`config.mk`:
```
export PLATFORM = sky130hd
export DESIGN_NAME = sr_driver
export DESIGN_NICKNAME = d
export VERILOG_FILES = /design/src/rtl/sr_driver.sv
export SDC_FILE = /design/constraint.sdc
export NUM_CORES = 1
export LEC_CHECK = 0
export BUFFER_PORTS_ARGS = -buffer_cell sky130_fd_sc_hd__buf_2
export CAP_MARGIN = 15
export CORE_MARGIN = 1.5
export CORE_UTILIZATION = 33
export CTS_BUF_LIST = sky130_fd_sc_hd__clkbuf_16
export DETAILED_ROUTE_END_ITERATION = 7
export SLEW_MARGIN = 20
export SYNTH_ARGS = -nofsm -noshare
export SYNTH_HDL_FRONTEND = slang
export SYNTH_SLANG_ARGS = --single-unit
```
`constraint.sdc`:
```
create_clock -name clk -period 2.1 [get_ports clk]
set_clock_uncertainty 0.05 [all_clocks]
set_input_delay 0 -clock clk [delete_from_list [all_inputs] [get_ports clk]]
set_output_delay 0 -clock clk [all_outputs]
set_load 0.01 [all_outputs]
```
`src/rtl/sr_driver.sv`:
```
// Pulse-driven controller for an external SR flip-flop: issues a set/reset pulse,
// waits for Q feedback to match, then reports done or a timeout error.
module sr_driver #(
  parameter int unsigned PULSE_LEN = 1,
  parameter int unsigned TIMEOUT   = 8
) (
  input  logic       clk,
  input  logic       rst,
  input  logic       req_valid,
  input  logic [1:0] req_op,
  output logic       req_ready,
  input  logic       q_fb,
  output logic       S,
  output logic       R,
  output logic       done,
  output logic       err,
  output logic [7:0] err_cnt
);

  typedef enum logic [1:0] {StIdle, StPulse, StWait, StResp} state_e;

  localparam logic [3:0] PulseLast = 4'(PULSE_LEN - 1);
  localparam logic [7:0] WaitLast  = 8'(TIMEOUT - 1);

  state_e     state_q;
  logic       target_q;
  logic [3:0] pcnt_q;
  logic [7:0] wcnt_q;
  logic       op_tgt;

  // Target level for set/reset/toggle; toggle inverts the feedback seen at acceptance.
  assign op_tgt    = (req_op == 2'b01) | ((req_op == 2'b11) & ~q_fb);
  assign req_ready = (state_q == StIdle) && rst;

  always_ff @(posedge clk or negedge rst) begin
    if (!rst) begin
      state_q  <= StIdle;
      target_q <= 1'b0;
      pcnt_q   <= '0;
      wcnt_q   <= '0;
      S        <= 1'b0;
      R        <= 1'b0;
      done     <= 1'b0;
      err      <= 1'b0;
      err_cnt  <= '0;
    end else begin
      done <= 1'b0;
      err  <= 1'b0;
      unique case (state_q)
        StIdle: begin
          S <= 1'b0;
          R <= 1'b0;
          if (req_valid) begin
            if (req_op == 2'b00) begin
              done    <= 1'b1;
              state_q <= StResp;
            end else begin
              // S and R come from one bit and its complement, so they can never overlap.
              target_q <= op_tgt;
              S        <= op_tgt;
              R        <= ~op_tgt;
              pcnt_q   <= '0;
              state_q  <= StPulse;
            end
          end
        end
        StPulse: begin
          if (pcnt_q == PulseLast) begin
            S       <= 1'b0;
            R       <= 1'b0;
            wcnt_q  <= '0;
            state_q <= StWait;
          end else begin
            pcnt_q <= pcnt_q + 4'd1;
          end
        end
        StWait: begin
          S <= 1'b0;
          R <= 1'b0;
          if (q_fb == target_q) begin
            done    <= 1'b1;
            state_q <= StResp;
          end else if (wcnt_q == WaitLast) begin
            err     <= 1'b1;
            state_q <= StResp;
            if (err_cnt != 8'hff) begin
              err_cnt <= err_cnt + 8'd1;
            end
          end else begin
            wcnt_q <= wcnt_q + 8'd1;
          end
        end
        StResp: begin
          S       <= 1'b0;
          R       <= 1'b0;
          state_q <= StIdle;
        end
        default: begin
          S       <= 1'b0;
          R       <= 1'b0;
          state_q <= StIdle;
        end
      endcase
    end
  end

endmodule

```
* Word level (Yosys, flattened, before mapping) *
Cells that the tools add are included.

word-level totals
  output and inout bits = 13
  bits in registers = 27

cells by class
  bitwise operators = 6
  reductions and logical operators = 12
  add/sub/neg operators = 3
  eq/ne operators = 15
  muxes and demuxes = 28

operators by type and width
  operator                                                               count
  8-bit 2-to-1 mux                                                       3
  8-bit by 1-bit adder with 8-bit output, second input constant          2
  8-bit case mux with 2 select lines                                     1
  4-bit 2-to-1 mux                                                       3
  2-bit inequality test, second input constant                           6
  4-bit AND reduction                                                    3
  1-bit 2-to-1 mux                                                       11
  2-bit 2-to-1 mux                                                       5
  8-bit by 3-bit equality test with 1-bit output, second input constant  1
  8-bit inequality test, second input constant                           1
  2-bit case mux with 4 select lines                                     1
  4-bit case mux with 2 select lines                                     1
  2-bit equality test, second input constant                             3
  1-bit case mux with 3 select lines                                     2
  3-bit AND reduction                                                    2
  4-bit by 1-bit adder with 4-bit output, second input constant          1
  2-bit by 1-bit equality test with 1-bit output, second input constant  2
  2-bit zero test                                                        2
  4-bit zero test                                                        1
  1-bit inverter                                                         4
  2-bit nonzero test                                                     2
  3-bit inequality test, second input constant                           1
  1-bit case mux with 2 select lines                                     1
  2-bit OR reduction                                                     1
  4 further kinds                                                        4

* Longest topological paths before layout *
  depth after elaboration = 7
  gate-level depth with buffers = 8
  mapped depth without buffers = 6

* Worst setup path after synthesis *
OpenSTA, ideal clock, no wires.

  kind = reg2reg
  start = register wcnt_q[5]
  end = register err_cnt[1]
  arrival = 2.006 ns
  cell stages (with the launch flop) = 5
  slack = -0.080 ns
  path buffers = 0
  path through = dfrtp_1 -> or4_4 -> or3_4 -> a311oi_4 -> mux2_2

on the way
  longest elaborated chain between the ends = 2

ends and longest elaborated chain
  item                                            line  RTL
  start: declaration                              28    logic [7:0] wcnt_q;
  start signal: assignment                        90    wcnt_q <= wcnt_q + 8'd1;
  8-bit by 3-bit equality test with 1-bit output  83    end else if (wcnt_q == WaitLast) begin
  4-bit AND reduction (no source line)            --
  end signal: assignment                          87    err_cnt <= err_cnt + 8'd1;
  end: declaration                                17    output logic [7:0] err_cnt

No other way between the ends.
A chain may end at the register's enable or synchronous reset.

* Final worst setup path *
Ends and elaborated chain as after synthesis.

==> qor.csv <==
stage,metric,value,unit
run_status,outcome,finished with violations,
run_status,violated checks,negative setup slack,
cts,Clock Latency Late Sink,260,ps
global_route,largest net degree at the start of global routing,29,
logic_synthesis,post-synthesis sequential area ratio,46.7,%
placed_design,Placement Cell Area,1700,um^2
floorplan,total core area,4120,um^2
global_route,aggregate global-route resource usage,13.4,%
cts,# clock sinks,27,
sta,Final Setup Violations,1,
logic_synthesis,Syn Area/Cell,10.1,um^2
worst_setup_path,endpoint class of the critical path,flop,
cts,Clock Path Buffers,2,
route,DRC viols,0,
sta,Final TNS setup,-14.5,ps
route,DR vias,1196,
layout,area added between synthesis and finish,26.9,%
layout,layout cell share with drive strength beyond 1,28.3,%
sta,max-slew violations,0,
logic_synthesis,main area contributors after synthesis,"dfrtp_1 47%, ha_1 6.1%, nand2_1 3.9%",
global_route,initial antenna violation count,0,
global_route,Congestion Overflow GR,0,
cts,Root Buffer,clkbuf_16,
cts,clock slew at reported path FFs,70,ps
placed_design,GPL Wtd Cong,0.803,
global_route,first-pass GRT wire length,5230,um
logic_synthesis,cell taking the most area after synthesis,dfrtp_1,
floorplan,Die Wd,69.2,um
power,Power Internal,1.32,mW
power,Worst VDD drop,0.497,mV
logic_synthesis,Post-synth ARST share,100,%
power,Final Power,2.05,mW
cts,CTS tree,done,
sta,Fmax achieved,473,MHz
cts,cts bufs inserted,3,
logic_synthesis,ys flop type,dfrtp_1,
cts,H-tree depth,1,
logic_synthesis,cell with the most instances after synthesis,dfrtp_1,
floorplan,I/O pin count,19,
floorplan,DIE HEIGHT,69.2,um
worst_setup_path,Worst Path Required,2200,ps
sta,Final Cycle Share,101,%
logic_synthesis,Syn Inst Count,143,
power,Comb pwr share,42.5,%
logic_synthesis,synthesized area,1450,um^2
power,clock power share,21.5,%
sta,final worst path period need,2110,ps
worst_setup_path,startpoint types,flop,
min_path,Worst Hold Class,in2reg,
logic_synthesis,warnings from Yosys,0,
logic_synthesis,Post-synth top cells,"27 x dfrtp_1, 15 x nand2_1, 11 x nand3_1",
power,Seq pwr share,35.9,%
worst_setup_path,WS Path Type,reg2reg,
power,Pwr per Cell Area,1120,nW/um^2
flow_run,Max Cap Violations,0,
sta,fin worst setup slack,-14.5,ps
placed_design,# port buffers,18,
placed_design,pre-CTS WS,-51.8,ps
logic_synthesis,syn_nets,156,
logic_synthesis,Synth top area share,46.7,%
logic_synthesis,Yosys reg bits,27,
sta,Max-slew headroom,69.4,%
floorplan,starting density of the core,35.2,%
layout,Final Instance Area,1840,um^2
logic_synthesis,Post-synth EDFFs,0,
route,1st-iter DRT viols,37,
worst_setup_path,Worst Path Max Fanout,8,
floorplan,die area,4790,um^2
layout,nets,194,
worst_setup_path,Arrival @ worst endpoint,2210,ps
global_route,number of global-route vias before repair,1170,
sta,Worst Tran Pin Value,456,ps
route,Final ANT Viol Nets,0,
power,Leakage,0.916,nW
placed_design,Post-DP HPWL,2260,um
route,wire length per cell after detailed routing,13.0,um
power,net switching power,0.733,mW
logic_synthesis,Synth cell types,41,
floorplan,# rows,23,
sta,RSZ-0062 raised after global routing,true,
sta,"Hold Vio Cnt, Final",0,
route,first drt pass iteration count,4,
route,Vias/cell,5.20,
power,Sw Ratio,35.7,%
layout,# diodes,0,
route,final wirelength,3000,um
## worst paths after layout
check,start,end,slack [ps],depth (start not counted)
min,q_fb,S$_DFFE_PN0P_,20,3
min in group asynchronous,rst,pcnt_q[2]$_DFFE_PN0P_,210,3
max,wcnt_q[5]$_DFFE_PN0P_,err_cnt[1]$_DFFE_PN0P_,-10,5
max reg2reg,wcnt_q[5]$_DFFE_PN0P_,err_cnt[1]$_DFFE_PN0P_,-10,5
min reg2reg,err_cnt[6]$_DFFE_PN0P_,err_cnt[6]$_DFFE_PN0P_,440,1
max in group asynchronous,rst,wcnt_q[6]$_DFFE_PN0P_,1540,3
## cell families after synthesis
family                   after synthesis  share of synthesized area (%)
AND/OR/NAND/NOR                       60                           22.2
AO/OA/AOI/OAI                         29                           16.4
flip-flops                            27                           46.7
buffers and inverters                 11                           2.85
XOR/XNOR                               7                           4.24
adder cells (fa/ha/maj)                7                           6.05
multiplexers                           2                           1.56
## critical path, stage by stage (launching register included)
cell and delay [ps]:
dfrtp_1 380, or4_4 530, or3_4 360, a311oi_4 220, buf_6 170, mux2_4 300
## cell usage in the layout, fill, tap and decap left out, drive strengths merged, types with 3 or more instances in the layout
cell type / Yosys / final
buf: 0 / 35
dfrtp: 27 / 27
nand2: 15 / 15
nand3: 11 / 11
ha: 7 / 7
inv: 6 / 7
nor2: 6 / 6
a211o: 6 / 6
and3: 6 / 6
o21ai: 5 / 5
nor3: 5 / 5
xnor2: 5 / 5
a31oi: 4 / 4
nor2b: 3 / 3
nand4: 3 / 3
clkbuf: 5 / 3
dlygate4sd3: 0 / 3
## registers in the layout, indices dropped and copies added (netlist names)
| name | count |
|---|---|
| err_cnt | 8 |
| wcnt_q | 8 |
| pcnt_q | 4 |
| state_q | 2 |
| R | 1 |
| S | 1 |
| done | 1 |
| err | 1 |
| target_q | 1 |
## per-stage QoR
stage / instances / hold slack, ps / util, %
floorplan: 143 / -346 / -
global placement: 222 / -26.8 / 41.3
detailed placement: 222 / -30.9 / 41.3
CTS: 230 / 26.7 / 44.5
global route: 230 / 32.8 / 44.6
finish: 230 / 23.7 / 44.6
## repair_timing
item / 4_1_cts / 5_1_grt
gates resized for setup: 2 / 2
endpoints found under the hold margin: 29 / 0
pin swaps: 0 / 3
setup endpoints to repair: 2 / 9
setup buffers: 1 / 0
hold buffers: 3 / 0
## routing by layer
layer | wire length [um] | part of all wire (%) | vias to the layer above | track usage, %
li1 | - | - | 598 | -
met1 | 1410 | 47 | 570 | 17.5
met2 | 1420 | 47 | 24 | 21.7
met3 | 132 | 4.4 | 4 | 3.63
met4 | 30 | 1.0 | 0 | 4.14
met5 | 0 | 0 | - | 0
## power groups by stage
stage / registers, mW / logic (mW) / clock network (mW)
finish: 0.738 / 0.873 / 0.442
CTS: 0.738 / 0.867 / 0.456
global route: 0.752 / 0.987 / 0.482
global placement: 0.738 / 0.817 / 0
detailed placement: 0.747 / 0.847 / 0
floorplan: 0.746 / 0.518 / 0
## cell type report
type	instances	area, um^2
tap	50	62.6
timing repair buffer	38	251
multi-input combinational	105	741
sequential	27	676
clock inverter	1	8.76
clock buffer	3	75.1
inverter	6	22.5
fill	374	2280
Note: power is estimated with default switching activity, not from simulation.
